### config.mk
export PLATFORM = sky130hd
export DESIGN_NAME = fetch_queue_flat
export DESIGN_NICKNAME = d
export VERILOG_FILES = /design/src/rtl/fetch_queue_pkg.sv /design/src/rtl/fetch_queue_if.sv /design/src/rtl/fetch_queue_slot.sv /design/src/rtl/fetch_queue.sv /design/src/flat_wrapper.sv
export SDC_FILE = /design/constraint.sdc
export NUM_CORES = 2
export LEC_CHECK = 0
export ABC_AREA = 0
export CORE_UTILIZATION = 40
export DETAILED_ROUTE_END_ITERATION = 10
export PLACE_DENSITY = 0.67
export SLEW_MARGIN = 25
export SYNTH_ARGS = -nofsm -noshare
export SYNTH_HDL_FRONTEND = slang
export SYNTH_SLANG_ARGS = --single-unit
### constraint.sdc
create_clock -name clk -period 14.95 [get_ports clk]
set_clock_uncertainty 0.05 [all_clocks]
set_input_delay 1.495 -clock clk [delete_from_list [all_inputs] [get_ports clk]]
set_output_delay 1.495 -clock clk [all_outputs]
set_load 0.01 [all_outputs]
### src/rtl/fetch_queue_pkg.sv
// Shared types for the multi-issue fetch queue: entry layout and slot PC helper.
package fetch_queue_pkg;

  typedef logic [31:0] word_t;

  // Single-issue path record, kept alongside the queue entry type.
  typedef struct packed {
    word_t instr_;
    word_t pcplus4;
    logic  exception_instr;
  } fetch_data_t;

  typedef struct packed {
    word_t instr_;
    word_t pc;
    word_t pcplus4;
    logic  exception_instr;
  } fetch_entry_t;

  localparam int unsigned EntryW = $bits(fetch_entry_t);

  function automatic word_t slot_pc(word_t base, logic [1:0] idx);
    return base + {28'd0, idx, 2'b00};
  endfunction

endpackage

### src/rtl/fetch_queue_if.sv
// Fetch-group input and decode-side output bundle of the fetch queue.
interface fetch_queue_if
  import fetch_queue_pkg::*;
#(
  parameter int unsigned FETCH_WIDTH = 2,
  parameter int unsigned ISSUE_WIDTH = 2
);
  localparam int unsigned CntW = $clog2(FETCH_WIDTH + 1);
  localparam int unsigned AccW = $clog2(ISSUE_WIDTH + 1);

  logic                            in_valid;
  logic                            in_ready;
  word_t                           in_pc;
  logic [CntW-1:0]                 in_count;
  logic [FETCH_WIDTH*32-1:0]       in_instr;
  word_t                           pc_next;
  logic [ISSUE_WIDTH-1:0]          out_valid;
  logic [ISSUE_WIDTH*EntryW-1:0]   out_data;
  logic [AccW-1:0]                 out_accept;

  modport master (
    output in_valid, in_pc, in_count, in_instr, out_accept,
    input  in_ready, pc_next, out_valid, out_data
  );

  modport slave (
    input  in_valid, in_pc, in_count, in_instr, out_accept,
    output in_ready, pc_next, out_valid, out_data
  );

endinterface

### src/rtl/fetch_queue_slot.sv
// Fetch slot: builds one queue entry from the group PC, slot index and word.
module fetch_queue_slot
  import fetch_queue_pkg::*;
(
  input  word_t        group_pc_i,
  input  logic [1:0]   slot_idx_i,
  input  word_t        instr_i,
  output fetch_entry_t entry_o
);

  word_t pc;

  assign pc = slot_pc(group_pc_i, slot_idx_i);

  // Misaligned words are still stored; the flag travels with them to decode.
  assign entry_o = '{
    instr_:          instr_i,
    pc:              pc,
    pcplus4:         pc + 32'd4,
    exception_instr: (pc[1:0] != 2'b00)
  };

endmodule

### src/rtl/fetch_queue.sv
// Circular fetch queue: takes up to FETCH_WIDTH words per cycle, offers up to
// ISSUE_WIDTH oldest entries to decode.
module fetch_queue
  import fetch_queue_pkg::*;
#(
  parameter int unsigned FETCH_WIDTH = 2,
  parameter int unsigned ISSUE_WIDTH = 2,
  parameter int unsigned DEPTH       = 8
) (
  input  logic                       clk,
  input  logic                       resetn,
  input  logic                       flush,
  fetch_queue_if.slave               fq,
  output logic [$clog2(DEPTH+1)-1:0] occupancy
);

  localparam int unsigned PtrW = $clog2(DEPTH);
  localparam int unsigned OccW = $clog2(DEPTH + 1);

  fetch_entry_t mem [DEPTH];
  fetch_entry_t slot_entry [FETCH_WIDTH];

  logic [PtrW-1:0] head_q, head_d;
  logic [PtrW-1:0] tail_q, tail_d;
  logic [OccW-1:0] count_q, count_d;
  logic [OccW-1:0] enq_n, deq_n;
  logic [31:0]     deq_lim;
  logic            in_ready;
  logic            count_legal;
  logic            enq_fire;

  for (genvar i = 0; i < FETCH_WIDTH; i++) begin : g_slot
    fetch_queue_slot u_slot (
      .group_pc_i (fq.in_pc),
      .slot_idx_i (2'(i)),
      .instr_i    (fq.in_instr[32*i +: 32]),
      .entry_o    (slot_entry[i])
    );
  end

  // Readiness only looks at the registered count; a same-cycle dequeue gives no credit.
  assign in_ready    = (32'(count_q) + FETCH_WIDTH) <= DEPTH;
  assign count_legal = (fq.in_count != '0) && (32'(fq.in_count) <= FETCH_WIDTH);
  assign enq_fire    = fq.in_valid && in_ready && !flush && count_legal;
  assign enq_n       = enq_fire ? OccW'(fq.in_count) : '0;

  always_comb begin
    deq_lim = 32'(fq.out_accept);
    if (deq_lim > ISSUE_WIDTH) deq_lim = ISSUE_WIDTH;
    if (deq_lim > 32'(count_q)) deq_lim = 32'(count_q);
  end

  assign deq_n = flush ? '0 : OccW'(deq_lim);

  always_comb begin
    head_d  = head_q + PtrW'(deq_n);
    tail_d  = tail_q + PtrW'(enq_n);
    count_d = count_q + enq_n - deq_n;
    if (flush) begin
      head_d  = '0;
      tail_d  = '0;
      count_d = '0;
    end
  end

  always_ff @(posedge clk or negedge resetn) begin
    if (!resetn) begin
      head_q  <= '0;
      tail_q  <= '0;
      count_q <= '0;
    end else begin
      head_q  <= head_d;
      tail_q  <= tail_d;
      count_q <= count_d;
    end
  end

  // Entry storage is not reset; out_valid masks stale contents.
  always_ff @(posedge clk) begin
    for (int unsigned i = 0; i < FETCH_WIDTH; i++) begin
      if (enq_fire && (i < 32'(fq.in_count))) begin
        mem[tail_q + PtrW'(i)] <= slot_entry[i];
      end
    end
  end

  for (genvar i = 0; i < ISSUE_WIDTH; i++) begin : g_out
    assign fq.out_valid[i]                  = count_q > OccW'(i);
    assign fq.out_data[i*EntryW +: EntryW]  = mem[head_q + PtrW'(i)];
  end

  assign fq.in_ready = in_ready;
  assign fq.pc_next  = fq.in_pc + (32'(fq.in_count) << 2);
  assign occupancy   = count_q;

endmodule

### src/flat_wrapper.sv
// flat-port wrapper written by rule: the top's interface ports become plain ports
module fetch_queue_flat import fetch_queue_pkg::*;
#(
  parameter int unsigned FETCH_WIDTH = 2,
  parameter int unsigned ISSUE_WIDTH = 2,
  parameter int unsigned DEPTH       = 8
)
  (clk, resetn, flush, occupancy, fq_in_valid, fq_in_pc, fq_in_count, fq_in_instr, fq_out_accept, fq_in_ready, fq_pc_next, fq_out_valid, fq_out_data);
  fetch_queue_if #(.FETCH_WIDTH(FETCH_WIDTH), .ISSUE_WIDTH(ISSUE_WIDTH)) fq_i ();
  input  logic clk;
  input  logic resetn;
  input  logic flush;
  output logic [$clog2(DEPTH+1)-1:0] occupancy;
  input wire logic [$bits(fq_i.in_valid)-1:0] fq_in_valid;
  input wire logic [$bits(fq_i.in_pc)-1:0] fq_in_pc;
  input wire logic [$bits(fq_i.in_count)-1:0] fq_in_count;
  input wire logic [$bits(fq_i.in_instr)-1:0] fq_in_instr;
  input wire logic [$bits(fq_i.out_accept)-1:0] fq_out_accept;
  output wire logic [$bits(fq_i.in_ready)-1:0] fq_in_ready;
  output wire logic [$bits(fq_i.pc_next)-1:0] fq_pc_next;
  output wire logic [$bits(fq_i.out_valid)-1:0] fq_out_valid;
  output wire logic [$bits(fq_i.out_data)-1:0] fq_out_data;
  assign fq_i.in_valid = fq_in_valid;
  assign fq_i.in_pc = fq_in_pc;
  assign fq_i.in_count = fq_in_count;
  assign fq_i.in_instr = fq_in_instr;
  assign fq_i.out_accept = fq_out_accept;
  assign fq_in_ready = fq_i.in_ready;
  assign fq_pc_next = fq_i.pc_next;
  assign fq_out_valid = fq_i.out_valid;
  assign fq_out_data = fq_i.out_data;
  fetch_queue #(.FETCH_WIDTH(FETCH_WIDTH), .ISSUE_WIDTH(ISSUE_WIDTH), .DEPTH(DEPTH)) u_core (.clk(clk), .resetn(resetn), .flush(flush), .fq(fq_i), .occupancy(occupancy));
endmodule
# After elaboration in Yosys (flattened, before gate mapping)
# Memory sizes are Yosys's and may differ from the RTL's.
# Cells that the tools add are included.
[totals]
ff_bits = 10
ramBits = 776
in_bits = 104
output_inout_bits = 233
wordCells = 43
mem_count = 1
[op_classes]
n_addsub = 10
n_lt_le_gt_ge = 8
mux = 11
reduce_logical = 10
[mem_list]
columns = ["name", "depth", "width", "read_ports", "rd_clocked_by_memory_dff", "wr", "line", "source"]
rows = [
  ["u_core.mem", 8, 97, 2, 0, 2, "fetch_queue.sv:20", "fetch_entry_t mem [DEPTH];"],
]
[op_table]
columns = ["operator", "count"]
rows = [
  ["32-bit by 3-bit adder with 32-bit output, second input constant", 2],
  ["32-bit by 4-bit adder with 32-bit output", 1],
  ["32-bit by 4-bit <= comparator with 1-bit output, second input constant", 1],
  ["4-bit 2-to-1 mux", 3],
  ["4-bit by 1-bit > comparator with 1-bit output, second input constant", 2],
  ["3-bit by 1-bit adder with 3-bit output, second input constant", 2],
  ["3-bit adder", 2],
  ["1-bit logical AND", 6],
  ["3-bit 2-to-1 mux", 2],
  ["2-bit nonzero test", 3],
  ["4-bit by 2-bit adder with 5-bit output, second input constant", 1],
  ["4-bit adder", 1],
  ["2-bit by 4-bit > comparator with 1-bit output", 1],
  ["1-bit by 2-bit less-than comparator with 1-bit output, first input constant", 2],
  ["1-bit 2-to-1 mux", 4],
  ["2-bit 2-to-1 mux", 2],
  ["4-bit subtractor", 1],
  ["2-bit > comparator, second input constant", 1],
  ["2-bit <= comparator, second input constant", 1],
  ["1-bit zero test", 1],
]

# Depth between registers and ports, before layout
[logic_depth]
depth_word = 9
depth_mapped = 14
ltp_nobuf = 14

# By module
# A second synthesis with hierarchy kept.
[hier_totals]
hier_cells = 3024
area_unflattened_um2 = 49135.9
[by_module_without_submodules]
columns = ["mod", "instances", "cells_per_inst", "area_each_um2", "seq_area_each_um2"]
rows = [
  ["fetch_queue", 1, 2528, 45618.8, 23552.6],
  ["fetch_queue_slot (u_core.g_slot[0].u_slot)", 1, 257, 1771.7, 0.0],
  ["fetch_queue_slot (u_core.g_slot[1].u_slot)", 1, 239, 1745.4, 0.0],
]

# Worst setup path before layout
# No wires, ideal clock.
[synth_timing]
path_kind = "input to register"
startpoint = "input port fq_in_count[1]"
endpoint = "memory u_core.mem[2][0] (netlist name) (enable)"
setup_ns = 0.689
arrival_ns = 9.396
t_required_ns = 14.211
slack_ns = 4.815
path_stages = 6
n_path_buf = 0
cell_sequence = "inv_1 > ha_1 > nand3b_1 > a211oi_1 > nand3b_1 > o31ai_1"
[synth_rtl]
columns = ["item", "line", "source"]
rows = [
  ["start, declared", "flat_wrapper.sv:16", "input wire logic [$bits(fq_i.in_count)-1:0] fq_in_count;"],
  ["end, declared", "fetch_queue.sv:20", ""],
]

# Worst setup path after layout
[layout_timing]
startpoint = "register u_core.head_q[1]"
endpoint = "output port fq_out_data[151]"
[layout_via]
elab_chain_cells = 2
[layout_rtl]
columns = ["item", "line", "source"]
rows = [
  ["start, declared", "fetch_queue.sv:23", "logic [PtrW-1:0] head_q, head_d;"],
  ["start signal, assigned", "fetch_queue.sv:68", "head_q <= '0;"],
  ["start signal, assigned", "fetch_queue.sv:72", "head_q <= head_d;"],
  ["3-bit by 1-bit adder with 3-bit output", "fetch_queue.sv:89", "assign fq.out_data[i*EntryW +: EntryW] = mem[head_q + PtrW'(i)];"],
  ["memory 8 x 97 bit", "n/a", ""],
  ["end, declared", "flat_wrapper.sv:22", "output wire logic [$bits(fq_i.out_data)-1:0] fq_out_data;"],
]
# No other way between the ends.

==> results.tsv <==
stage	metric	value	unit
logic_synthesis	yosys-top-cells-count	sky130_fd_sc_hd__nand2_1, sky130_fd_sc_hd__edfxtp_1, sky130_fd_sc_hd__mux4_2	
logic_synthesis	synth_area	0.04719	sq mm
logic_synthesis	synth-edff-count	760	
setup_path	cpLargestDelayFamily	buffers and inverters	
cts	cts_sinks	770	
die	floorplan.initialDensity	0.4050	
power	power.density	131.9	mW/mm^2
cts	clock_insertion_delay_worst_skew	0.66	ns
sta	timing_worst_slew_pin_value	1.125	ns
die	design.die.area	0.1194	sq mm
setup_path	crit_buf_inv	4	
logic_synthesis	post-synth-top-count-cell	sky130_fd_sc_hd__nand2_1	
sta	unrepaired_setup_endpoints_after_global_routing	false	
global_routing	antenna_found_initial	2	
logic_synthesis	synthDominantCellAreaShare	0.4836	
routing	ant_nets	0	
setup_path	path_cells	ha_4, buf_4, buf_4, buf_4, mux4_2, mux2_2, clkdlybuf4s50_1	
routing	drt_drc_violations_left	0	
setup_path	cpMaxStageDelayCell	sky130_fd_sc_hd__buf_4	
placed_design	gp_routability_congestion	0.8449	
logic_synthesis	ys_dominant_reg_cell	sky130_fd_sc_hd__edfxtp_1	
die	die_width	345.5	um
flow_run	max_cap_viol_count	0	
logic_synthesis	ys_seq_area_frac	0.4889	
die	floorplan.die.height	345.5	um
placed_design	dp_hpwl	96270	um
placed_design	placement.io_buffers	336	
logic_synthesis	synth.distinct_cells	68	
global_routing	gr-total-overflow	0	
routing	drt_pre_antenna_iters	6	
logic_synthesis	post_synth_inst_count	3853	
cts	htree_levels	3	
final_layout	syn2layout_area_growth	16.03	%
die	placement_rows	125	
placed_design	placed_area	0.05183	sq mm
setup_path	critPathMaxStageDelay	0.90	ns
sta	max_slew_margin	0.2478	
cts	cts.repair.resized	0	
final_layout	finalNetCount	4107	
sta	period_share	0.5092	
setup_path	cp_max_fo	59	
global_routing	grt_usage	0.2591	
cts	ctsRootBufferMaster	sky130_fd_sc_hd__clkbuf_16	
setup_path	worstPathRequired	13.41	ns
die	design.core.area	0.1165	sq mm
power	total_leakage_power	0.01768	uW
final_layout	layout.cell_area.non_filler	0.05476	sq mm
setup_path	setup.worst_path.class	flop to output port	
logic_synthesis	number_of_synthesized_register_bits	770	
setup_path	crit_arrival	6.07	ns
die	floorplan.io_pins	337	
run_status	outcome	finished, final reports clean	
sta	fin_tns_setup	0	ns
cts	post_cts_buffers	0	
hold_path	holdCritPathClass	flop to flop	
cts	cts_buffers	85	
cts	hold_buffers	0	
logic_synthesis	syn_avg_cell_area	12.25	sq um
setup_path	crit_path_end_kind	output port	
sta	timing.final.max_slew_violations	0	
global_routing	grt_max_degree	145	
sta	final_setup_violations	0	
routing	num_vias	33410	
logic_synthesis	async_flop_share	0.01299	
cts	cts.reportedPaths.clkPinSlew	0.06	ns
sta	fmax	131.3	MHz
setup_path	worst_path_most_repeated_cell	sky130_fd_sc_hd__buf_4	
routing	vias_cell	5.994	
cts	cts_tree	built	
logic_synthesis	synthDominantAreaCellType	sky130_fd_sc_hd__edfxtp_1	
setup_path	critPathLaunchType	flop	
logic_synthesis	synthesis.nets	3981	
routing	wl_per_cell	28.28	um
global_routing	vias_in_the_first_global_route	32740	
final_layout	post_route_cells_drive_above_1_share	0.2189	
global_routing	grt_first_pass_wirelength	226800	um
sta	report.final.hold_viol_count	0	
logic_synthesis	ys.warnings.count	0	
cts	max_buffers_root_to_sink	3	
sta	layout_min_cycle_time	7.613	ns
routing	sum_of_routed_wire_length_over_all_layers	157600	um
power	worst_ir_drop_vdd	83.94	uV
logic_synthesis	ys_top_cells_by_area	sky130_fd_sc_hd__edfxtp_1, sky130_fd_sc_hd__mux4_2, sky130_fd_sc_hd__nand2_1, sky130_fd_sc_hd__xnor2_1, sky130_fd_sc_hd__mux2_2	
routing	dr.first_iter.drc_count	4373	
-- layout make-up --
class                      instances  area (sq um)
timing repair buffer             429          4161
antenna                            3         7.507
sequential                       770         23080
fill                           10120         61760
multi-input combinational       2659         22650
tap                             1524          1907
clock buffer                     104          2218
clock inverter                    51         608.1
inverter                          34         127.6
-- sequential cells by signal (all words and copies together) (netlist names) --
name	cells
u_core.head_q	3
u_core.tail_q	3
u_core.occupancy	4
u_core.mem	760
-- worst reg2reg max path, cell delays in order, from the launching register on --
cell and delay [ns]:
sky130_fd_sc_hd__dfrtp_1 0.43, sky130_fd_sc_hd__ha_1 0.30, sky130_fd_sc_hd__or3b_1 0.51, sky130_fd_sc_hd__a2111oi_4 0.61
sky130_fd_sc_hd__buf_4 0.31, sky130_fd_sc_hd__nand3_4 0.49, sky130_fd_sc_hd__nand2_4 0.64, sky130_fd_sc_hd__buf_4 0.90
sky130_fd_sc_hd__buf_4 0.70
-- metal layers --
layer	part of all wire	vias to the layer above	routed length, um	global-route usage
met5	0	-	0	0
met4	0.037	0	5891	0.09785
met3	0.10	363	16140	0.04195
met2	0.47	2171	74730	0.4210
met1	0.39	16770	60860	0.3491
li1	-	14110	-	-
-- placed cells by master, fill, tap and decap left out, drive strengths merged, types with 6 or more instances in the layout --
cell type | Yosys | final
mux2 | 191 | 191
bufinv | 0 | 11
nor4 | 40 | 40
nor2 | 233 | 233
nand3 | 62 | 62
ha | 19 | 19
and3 | 9 | 9
a21oi | 15 | 15
nor2b | 7 | 7
xor2 | 219 | 219
o21ai | 50 | 50
nand2 | 1008 | 1008
edfxtp | 760 | 760
inv | 32 | 36
nand2b | 6 | 6
nor3 | 33 | 33
clkinv | 2 | 35
clkdlybuf4s50 | 0 | 336
and2 | 10 | 10
xnor2 | 258 | 258
or3 | 12 | 12
dfrtp | 10 | 10
and4 | 10 | 10
clkbuf | 214 | 104
mux4 | 380 | 380
nand4 | 46 | 46
buf | 176 | 93
-- where the power goes --
part / switching, uW / internal (uW)
registers: 61.8 / 2420
clock network: 922 / 1250
logic: 1230 / 1320
-- final timing paths --
kind	start	end	slack [ns]	cells past startpoint
worst max-delay path	u_core.head_q[1]$_DFF_PN0_	fq_out_data[151]	7.34	7
worst min-delay path	u_core.tail_q[1]$_DFF_PN0_	u_core.tail_q[1]$_DFF_PN0_	0.75	3
worst max register to register	u_core.occupancy[1]$_DFF_PN0_	u_core.mem[4][67]$_DFFE_PP_	9.63	8
worst min register to register	u_core.tail_q[1]$_DFF_PN0_	u_core.tail_q[1]$_DFF_PN0_	0.75	3
max in group asynchronous	resetn	u_core.head_q[0]$_DFF_PN0_	13.36	1
min in group asynchronous	resetn	u_core.tail_q[2]$_DFF_PN0_	1.11	1
-- metrics by stage --
step	setup slack [ns]	cells	hold WS, ns	util	power, uW
after detailed placement	7.452	5413	0.7300	0.4448	5088
final	7.337	5574	0.7547	0.4700	7221
after floorplan	4.815	3853	0.5813	-	3979
after global routing	7.116	5572	0.7795	0.4699	7447
after global placement	7.510	5410	0.7270	0.4439	5064
after CTS	6.735	5568	0.7451	0.4691	7249
-- cells by family after synthesis --
logic type	after synthesis	share of synthesized area
and+or+nand+nor	1497	0.1373
xor gates and xnor gates	477	0.08908
AOI/OAI and AO/OA	89	0.01156
buffers and inverters	424	0.03892
adders and majority gates	24	0.007158
DFF	770	0.4889
muxes	572	0.2271
No activity file was read; power rests on OpenSTA's default activity.
